==> src/rtl/aho_pkg.sv <==
// Shared types and constants for the AHO display stage.
package aho_pkg;

   typedef logic [3:0] bcd_t;

   localparam int NUM_DIGITS = 4;

   // Active-low segment patterns, bit order {g,f,e,d,c,b,a}
   localparam logic [6:0] SEG_0   = 7'b1000000;
   localparam logic [6:0] SEG_1   = 7'b1111001;
   localparam logic [6:0] SEG_2   = 7'b0100100;
   localparam logic [6:0] SEG_3   = 7'b0110000;
   localparam logic [6:0] SEG_4   = 7'b0011001;
   localparam logic [6:0] SEG_5   = 7'b0010010;
   localparam logic [6:0] SEG_6   = 7'b0000010;
   localparam logic [6:0] SEG_7   = 7'b1111000;
   localparam logic [6:0] SEG_8   = 7'b0000000;
   localparam logic [6:0] SEG_9   = 7'b0010000;
   localparam logic [6:0] SEG_OFF = 7'b1111111;

endpackage

==> src/rtl/aho_display_bcd_to_seg7.sv <==
// Combinational BCD to active-low 7-segment decoder; non-decimal codes blank the digit.
module bcd_to_seg7
   import aho_pkg::*;
(
   input  bcd_t       bcd,
   output logic [6:0] seg
);

   always_comb begin
      case (bcd)
         4'd0:    seg = SEG_0;
         4'd1:    seg = SEG_1;
         4'd2:    seg = SEG_2;
         4'd3:    seg = SEG_3;
         4'd4:    seg = SEG_4;
         4'd5:    seg = SEG_5;
         4'd6:    seg = SEG_6;
         4'd7:    seg = SEG_7;
         4'd8:    seg = SEG_8;
         4'd9:    seg = SEG_9;
         // NOTE: a full case with default keeps this purely combinational (no latch).
         default: seg = SEG_OFF;
      endcase
   end

endmodule

==> src/rtl/aho_display.sv <==
// AHO event tally (4-digit BCD, sticky overflow) driving a multiplexed 7-segment
// display from a per-frame snapshot so digits never change mid-scan.
module aho_display
   import aho_pkg::*;
#(
   parameter int SCAN_DIV = 16
)
(
   input  logic       CLK,
   input  logic       RST,
   input  logic       AHO,
   input  logic       CLR,
   output logic [6:0] SEG,
   output logic [3:0] DIG,
   output logic       OVF
);

   localparam int              SC_W    = $clog2(SCAN_DIV);
   localparam logic [SC_W-1:0] SC_LAST = SC_W'(SCAN_DIV - 1);

   logic [15:0]     tally;
   logic [15:0]     tally_inc;
   logic [15:0]     snap;
   logic [SC_W-1:0] sc;
   logic [1:0]      idx;
   logic            carry;
   logic            sc_wrap;
   logic            frame_end;
   bcd_t            cur_digit;

   // NOTE: carry is a blocking temporary that ripples through the loop; only
   // the final value leaves the block, so this stays combinational.
   always_comb begin
      tally_inc = tally;
      carry     = 1'b1;
      for (int i = 0; i < NUM_DIGITS; i++) begin
         if (carry) begin
            if (tally[4*i +: 4] == 4'd9) begin
               tally_inc[4*i +: 4] = 4'd0;
            end else begin
               tally_inc[4*i +: 4] = tally[4*i +: 4] + 4'd1;
               carry               = 1'b0;
            end
         end
      end
   end

   assign sc_wrap   = (sc == SC_LAST);
   assign frame_end = sc_wrap && (idx == 2'd3);

   // NOTE: non-blocking assignments so every register samples pre-edge values;
   // the snapshot therefore captures the tally without this edge's increment.
   always_ff @(posedge CLK) begin
      if (!RST) begin
         tally <= '0;
         snap  <= '0;
         OVF   <= 1'b0;
         sc    <= '0;
         idx   <= '0;
      end else begin
         if (CLR) begin
            tally <= '0;
            OVF   <= 1'b0;
         end else if (AHO) begin
            tally <= tally_inc;
            if (carry) OVF <= 1'b1;
         end

         if (sc_wrap) begin
            sc  <= '0;
            idx <= idx + 2'd1;
         end else begin
            sc  <= sc + SC_W'(1);
         end

         if (frame_end) snap <= tally;
      end
   end

   assign cur_digit = snap[{idx, 2'b00} +: 4];
   assign DIG       = ~(4'b0001 << idx);

   bcd_to_seg7 u_dec (
      .bcd (cur_digit),
      .seg (SEG)
   );

endmodule

==> config.mk <==
export PLATFORM = sky130hd
export DESIGN_NAME = aho_display
export DESIGN_NICKNAME = d
export VERILOG_FILES = /design/src/rtl/aho_pkg.sv /design/src/rtl/aho_display_bcd_to_seg7.sv /design/src/rtl/aho_display.sv
export SDC_FILE = /design/constraint.sdc
export NUM_CORES = 1
export LEC_CHECK = 0
export BUFFER_PORTS_ARGS = -buffer_cell sky130_fd_sc_hd__buf_2
export CORE_MARGIN = 4
export CORE_UTILIZATION = 50
export DETAILED_ROUTE_END_ITERATION = 12
export PLACE_DENSITY = 0.71
export SLEW_MARGIN = 20
export SYNTH_ARGS = -nofsm -noshare
export SYNTH_HDL_FRONTEND = slang
export SYNTH_SLANG_ARGS = --single-unit
export TNS_END_PERCENT = 100
==> constraint.sdc <==
create_clock -name CLK -period 1.83 [get_ports CLK]
set_clock_uncertainty 0.1 [all_clocks]
set_input_delay 0 -clock CLK [delete_from_list [all_inputs] [get_ports CLK]]
set_output_delay 0 -clock CLK [all_outputs]
set_load 0.01 [all_outputs]
After elaboration in Yosys (flattened, before gate mapping):

Memory sizes are Yosys's and may differ from the RTL's.
Index checks and enable logic that the tools add are counted.

* equality and inequality tests: 6
* shifts and indexed selects: 2
* reduce and logical (&&, ||, !) cells: 7
* bitwise operators: 2
* $add $sub $neg: 6
* muxes and demuxes: 11

Operator list (count)
* adder 4 x 1 -> 4 bit (second input constant): 5
* == test 4 bit (second input constant): 5
* 2-to-1 mux 4 bit: 4
* variable part select 16 x 5 -> 4 bit: 1
* AND reduction 2 bit: 4
* 2-to-1 mux 1 bit: 7
* inverter 4 bit: 1
* OR reduction 2 bit: 2
* << shifter 1 x 2 -> 4 bit (first input constant): 1
* adder 2 x 1 -> 2 bit (second input constant): 1
* == test 2 bit (second input constant): 1
* logical AND 1 bit: 1
* inverter 1 bit: 1

* logic and storage cells: 43
* memories: 1
* bits in read-only memories: 112
* input bits: 4
* flip-flop bits (word level): 39

Memory list
* (no name shown): depth 16, width 7, rd ports 1, clocked after memory_dff 0, write ports 0, line aho_display_bcd_to_seg7.sv:10 `case (bcd)`

Longest topological paths before layout:

Gate-level depths: netlist of the first run.

* depth after elaboration: 6
* mapped depth: 7
* depth with buffers taken out: 6

Modules after synthesis:

A second synthesis of the first run with hierarchy kept.

* cell total of the unflattened synthesis: 240
* area, all modules: 2058.2 um^2

Modules (own cells, without submodules)
* aho_display: cells each 207, seq. area each 780.7 um^2, area an instance 1848.0 um^2, instances 1
* bcd_to_seg7: cells each 33, seq. area each 0.0 um^2, area an instance 210.2 um^2, instances 1

Least setup slack after synthesis of the first run:

Ideal clock, no wire load.

* kind: flip-flop to output port
* from: register idx[0]
* to: output SEG[3]
* data required time: 1.730 ns
* path slack: -0.142 ns
* buffers on the path: 1
* arrival time: 1.872 ns
* cell stages (with the launch flop): 8
* cells stage by stage: dfxtp_1 -> buf_6 -> mux4_1 -> inv_1 -> ha_1 -> nand2_1 -> o21ai_0 -> a21oi_1

* longest elaborated chain between the ends: 2

RTL lines
* start: declaration: line aho_display.sv:25 `logic [1:0] idx;`
* start signal: assignment: line aho_display.sv:71 `idx <= idx + 2'd1;`
* variable part select 16 x 5 -> 4 bit: line aho_display.sv:80 `assign cur_digit = snap[{idx, 2'b00} +: 4];`
* memory read (16 x 7 bit)
* end: declaration: line aho_display.sv:13 `output logic [6:0] SEG,`

No other way between the ends.

Final worst setup path of the first run:

* from: register idx[0]
* to: output SEG[0]

The elaborated chain is that of the path after synthesis.

==> results of run 1 <==
==> metal layers <==
layer | vias up | GRT usage [%] | wire [um]
met2 | 34 | 31.3 | 2190
met1 | 788 | 21.6 | 2010
met5 | - | 0 | 0
li1 | 877 | - | -
met3 | 14 | 5.68 | 185
met4 | 0 | 7.31 | 103
==> Yosys cell counts <==
cell | number | area share, %
xor2_1 | 4 | 1.7
or3_1 | 2 | 0.61
nor4b_1 | 2 | 0.86
buf_2 | 2 | 0.49
nor3b_1 | 3 | 1.1
nor3_2 | 1 | 0.49
o21ai_0 | 11 | 2.7
nand2b_4 | 1 | 0.67
xnor2_1 | 4 | 1.7
nor4_1 | 1 | 0.31
nand3_1 | 5 | 1.2
nand4_1 | 5 | 1.5
and3_1 | 2 | 0.61
nor2_1 | 16 | 2.9
a21oi_1 | 15 | 3.7
buf_6 | 2 | 1.1
and2_1 | 3 | 0.92
mux2i_1 | 6 | 2.9
ha_1 | 11 | 6.7
nor2b_1 | 8 | 2.4
a21boi_0 | 16 | 5.9
and4bb_2 | 2 | 1.2
and4b_1 | 1 | 0.49
nand2_1 | 42 | 7.7
and4_1 | 1 | 0.43
nand3b_1 | 1 | 0.37
a31oi_1 | 1 | 0.31
nand4b_1 | 1 | 0.43
inv_1 | 13 | 2.4
mux4_1 | 1 | 1.3
dfxtp_1 | 39 | 38
nand2b_1 | 4 | 1.2
nor3_1 | 1 | 0.24
mux4_2 | 3 | 3.3
clkbuf_1 | 7 | 1.3
mux2_2 | 1 | 0.55
==> metrics by stage <==
step	TNS [ns]	instances	setup slack (ns)	total power, mW	utilization [%]
after global placement	0	307	0.0379	0.918	59.1
after floorplan	0	238	0.00779	0.908	-
final	-1.18	321	-0.214	1.60	66.3
after detailed placement	0	307	0.00706	0.919	59.1
after CTS	-1.02	320	-0.196	1.61	65.7
after global routing	-1.82	321	-0.313	1.65	66.3
==> cells by family after synthesis <==
logic type / share of synthesized area [%]
buffers and inverters: 5.26
AND/OR/NAND/NOR: 25.8
AO/OA/AOI/OAI: 12.5
flip-flops: 38.2
adder cells (fa/ha/maj): 6.73
XOR/XNOR: 3.42
multiplexers: 8.07
==> cell usage in the layout (no fill, tap or decap), types with 4 or more instances in the layout <==
cell type	netlist	final
a21boi_0	16	16
a21oi_1	15	15
buf_2	2	14
buf_4	0	17
buf_6	2	5
clkbuf_8	0	5
dfxtp_1	39	38
ha_1	11	7
inv_1	13	11
mux2i_1	6	6
mux4_2	3	5
nand2_1	42	41
nand3_1	5	5
nand4_1	5	5
nor2_1	16	16
nor2b_1	8	8
o21ai_0	11	9
xnor2_1	4	4
xor2_1	4	4
==> layout make-up <==
class                   instances  area (um^2)
fillers                       330         1280
multi-input cells             176         1240
flip-flops and latches         39          785
repair buffers                 38          274
clock buffers                   5         68.8
well taps                      48         60.1
inverters                      13         51.3
clock inverters                 2         37.5
==> final timing paths <==
check / from / endpoint / depth (start not counted)
max reg2reg: idx[1]$_SDFFE_PN0P_ / snap[8]$_SDFFE_PN0P_ / 7
max: idx[0]$_SDFFE_PN0P_ / SEG[0] / 6
min reg2reg: sc[0]$_SDFF_PP0_ / sc[0]$_SDFF_PP0_ / 1
min: CLR / tally[3]$_SDFFE_PP0P_ / 3
==> timing repair <==
item	in CTS	in global routing
setup endpoints to repair	7	7
cloned	1	0
hold buffers	2	0
setup buffers	3	1
pin swaps	1	3
resized for setup	20	4
endpoints found under the hold margin	3	0
==> registers in the layout (all words and copies together), names as in the netlist <==
| signal | count |
|---|---|
| tally | 16 |
| OVF | 1 |
| snap | 16 |
| idx | 2 |
| sc | 4 |
==> worst register-to-register path, stage by stage, from the launching register on <==
cell      delay [ns]
dfxtp_1         0.44
buf_4           0.18
ha_1            0.17
inv_1           0.06
nor2_1          0.10
buf_4           0.21
nand2_1         0.07
a21boi_0        0.18
==> power by group <==
part / internal, mW / switching, mW
clock: 0.398 / 0.297
sequential: 0.854 / 0.00756
combinational: 0.0186 / 0.0208
==> results.json, run 1 <==
{
  "final.min_clock_period_ns": 2.04,
  "syn_nets": 253,
  "hpwl_mm": 3.06,
  "grt_max_degree": 24,
  "grt-ovfl-total": 0,
  "drc": 0,
  "final-hold-violation-count": 0,
  "setup.worst_path.end_class": "output pin",
  "required_ns": 1.73,
  "critPathTopFamily": "multiplexers",
  "power.ir.vdd_worst_uv": 476,
  "status": "complete, but fails checks",
  "clockRootBuffer": "clkbuf_8",
  "totalWireLength_mm": 4.49,
  "ant_nets": 0,
  "io_pins": 16,
  "fin_nets": 288,
  "grt_pass1_wl_mm": 7.49,
  "die_w_um": 72.0,
  "vias": 1713,
  "synth.avg_cell_area_um2": 8.60,
  "tritoncts": "built",
  "ys_ff_latch": 39,
  "postPlaceCellArea_mm2": 0.00225,
  "cpMaxStageDelayCell": "mux4_2",
  "drt-initial-drc-count": 49,
  "violations": "negative setup slack",
  "ys_types": 36,
  "htreeDepth": 2,
  "hold_class": "in -> reg",
  "layout_setup_ws_ns": -0.214,
  "fin_crit_sh_pct": 112,
  "synthToLayoutAreaGrowth_pct": 23.1,
  "cts_sinks": 39,
  "antenna_found_initial": 0,
  "clock_path_buffers": 2,
  "tightest_slew_ns": 0.651,
  "reg2reg_slack_ns": 0.23,
  "synthCells": 238,
  "synth-seq-area-share_pct": 38.2,
  "grt_pass1_vias": 1648,
  "grt_use_total_pct": 18.4,
  "numCtsBuffers": 5,
  "dieHeight_um": 72.0,
  "worst_ep_arrival_time_ns": 1.94,
  "p_leak_nw": 0.956,
  "synth_warnings": 0,
  "cp-start-kind": "register",
  "syn_area_mm2": 0.00205,
  "gp_congestion": 0.894,
  "criticalPathCategory": "reg -> out",
  "portBuffers": 15,
  "finalInstanceArea_mm2": 0.00252,
  "dieArea_mm2": 0.00518,
  "layout-drive-gt1-share_pct": 23.4,
  "max_freq_ghz": 0.489,
  "dr.pass1.iters": 4,
  "viasPerCell": 5.34,
  "clk_latency_ns": 0.29,
  "cp_max_fo": 3,
  "core_mm2": 0.00380,
  "power.density_mw_per_mm2": 633,
  "holdWs_ns": 0.315,
  "diodes": 0,
  "relSlewSlack_pct": 56.6,
  "path_buf_inv": 2,
  "rows": 22,
  "max_stage_delay_ns": 0.57,
  "setup_violations": 7,
  "maxCapViolCount": 0,
  "start_util_pct": 53.9,
  "rsz0062_at_grt": "yes",
  "wl_per_cell_um": 14.0,
  "cp_cell_sequence": "mux4_2 > buf_4 > ha_4 > mux2i_1 > a21oi_1 > buf_2",
  "final_max_slew_viol_count": 0,
  "path_clk_slew_ns": 0.07
}
No activity file was read; power rests on OpenSTA's default activity.
==> run 2: changes to the inputs <==
- CORE_UTILIZATION: 50 -> 40
- PLACE_DENSITY: 0.71 -> default
- REMOVE_ABC_BUFFERS: default -> 1
==> run 2 against run 1 <==
The run still ends with negative setup slack left. Clock-buffer cell count rose by 3. Routed wire length fell by 0.78%. Core utilization fell by 15 points. Power fell by 3.7%. Largest power group unchanged.
==> results.json, run 2 (same netlist as run 1, synthesis figures left out) <==
{
  "hold_depth": 4,
  "cp-start-kind": "register",
  "maxCapViolCount": 0,
  "dr.pass1.iters": 4,
  "tightest_slew_ns": 0.677,
  "dp_cells": 328,
  "portBuffers": 15,
  "layout_common_cells": "nand2_1, dfxtp_1, nor2_1, a21boi_0",
  "tritoncts": "built",
  "holdPathEnd": "sc[0]$_SDFF_PP0_",
  "clk_latency_ns": 0.29,
  "fin_crit_sh_pct": 113,
  "cp_max_fo": 4,
  "ant_nets": 0,
  "cts_sinks": 39,
  "start_util_pct": 42.2,
  "viasPerCell": 5.02,
  "top_regs": "snap (16), tally (16), sc (4)",
  "die_w_um": 79.5,
  "power.ir.vdd_worst_uv": 366,
  "clock_path_buffers": 2,
  "max_freq_ghz": 0.484,
  "required_ns": 1.73,
  "final-hold-violation-count": 0,
  "final_max_slew_viol_count": 0,
  "grt_max_degree": 23,
  "io_pins": 16,
  "worst_ep_arrival_time_ns": 1.96,
  "finalInstanceArea_mm2": 0.00251,
  "hold_class": "in -> reg",
  "setup_violations": 7,
  "stdcell_count": 339,
  "core_mm2": 0.00485,
  "rsz0062_at_grt": "yes",
  "r2r-end": "tally[13]$_SDFFE_PP0P_",
  "htreeDepth": 2,
  "dieArea_mm2": 0.00632,
  "antenna_found_initial": 0,
  "criticalPathCategory": "reg -> out",
  "clockRootBuffer": "clkbuf_8",
  "dpl_worst_slack_ns": -0.0462,
  "numCtsBuffers": 5,
  "relSlewSlack_pct": 54.9,
  "layout_setup_ws_ns": -0.234,
  "r2r-start": "tally[0]$_SDFFE_PP0P_",
  "grt_use_total_pct": 15.7,
  "status": "complete, but fails checks",
  "reg2reg_slack_ns": 0.26,
  "gp_congestion": 0.729,
  "wl_per_cell_um": 13.1,
  "diodes": 0,
  "setup.worst_path.end_class": "output pin",
  "r2r_cells": 4,
  "layout-drive-gt1-share_pct": 22.4,
  "postPlaceCellArea_mm2": 0.00229,
  "path_clk_slew_ns": 0.07,
  "grt-ovfl-total": 0,
  "final_common_cell": "nand2_1",
  "p_leak_nw": 0.936,
  "violations": "negative setup slack",
  "power.density_mw_per_mm2": 612,
  "drt-initial-drc-count": 93,
  "holdCritStartpoint": "RST",
  "hpwl_mm": 2.96,
  "totalWireLength_mm": 4.45,
  "dieHeight_um": 79.5,
  "grt_pass1_vias": 1562,
  "vias": 1702,
  "rows": 25,
  "grt_pass1_wl_mm": 7.73,
  "drc": 0,
  "synthToLayoutAreaGrowth_pct": 22.7,
  "final.min_clock_period_ns": 2.06,
  "fin_nets": 286
}
## run 2: routing by layer
| layer | global-route usage, % | share of wire, % |
|---|---|---|
| met5 | 0 | 0 |
| met4 | 5.33 | 1.2 |
| met3 | 4.06 | 4.1 |
| met2 | 24.7 | 46 |
| met1 | 20.7 | 49 |
## run 2: stage by stage
step                hold slack (ns)  util [%]  power, mW   TNS, ns
floorplan                    0.0138         -      0.903    -0.491
global placement              0.204      47.2      0.922  -0.00757
detailed placement            0.210      47.2      0.922   -0.0790
CTS                          0.0878      51.4       1.55     -1.31
global route                 0.0940      51.8       1.61     -2.06
finish                       0.0805      51.8       1.54     -1.32
## run 2: final cells by class
cell class / count / area [um^2]
Clock buffer: 8 / 100
Multi-Input combinational cell: 176 / 1230
Inverter: 13 / 51.3
Tap cell: 67 / 83.8
Sequential cell: 39 / 786
Fill cell: 476 / 2340
Timing Repair Buffer: 36 / 260
## run 2: how the worst max path moves through the flow
stage / from / end / slack (ns) / depth (start not counted)
2_1_floorplan: idx[0]$_SDFFE_PN0P_ / SEG[3] / -0.21 / 6
3_3_place_gp: idx[0]$_SDFFE_PN0P_ / SEG[4] / -0.006 / 6
3_5_place_dp: idx[0]$_SDFFE_PN0P_ / SEG[3] / -0.05 / 7
4_1_cts: idx[0]$_SDFFE_PN0P_ / SEG[4] / -0.20 / 6
5_1_grt: idx[0]$_SDFFE_PN0P_ / SEG[0] / -0.31 / 7
6_report: idx[0]$_SDFFE_PN0P_ / SEG[4] / -0.23 / 6
## run 2: power by group
group	switching (mW)	leakage (nW)	internal [mW]	total (mW)
sequential	0.00837	0.316	0.854	0.862
combinational	0.0212	0.568	0.0181	0.0393
clock	0.291	0.0515	0.344	0.634
## run 2: critical path: stages (launching register included)
cell and delay (ns):
dfxtp_4 0.37, mux4_2 0.57, inv_4 0.12, ha_2 0.16, mux2i_1 0.07, mux2_4 0.27
buf_6 0.12
## run 2: what timing repair did
item | 4_1_cts | 5_1_grt
hold endpoints to repair | 1 | 0
pin swaps | 3 | 0
hold buffers | 1 | 0
setup endpoints to repair | 7 | 7
cloned | 1 | 0
gates resized for setup | 19 | 5
buffers inserted | 1 | 0
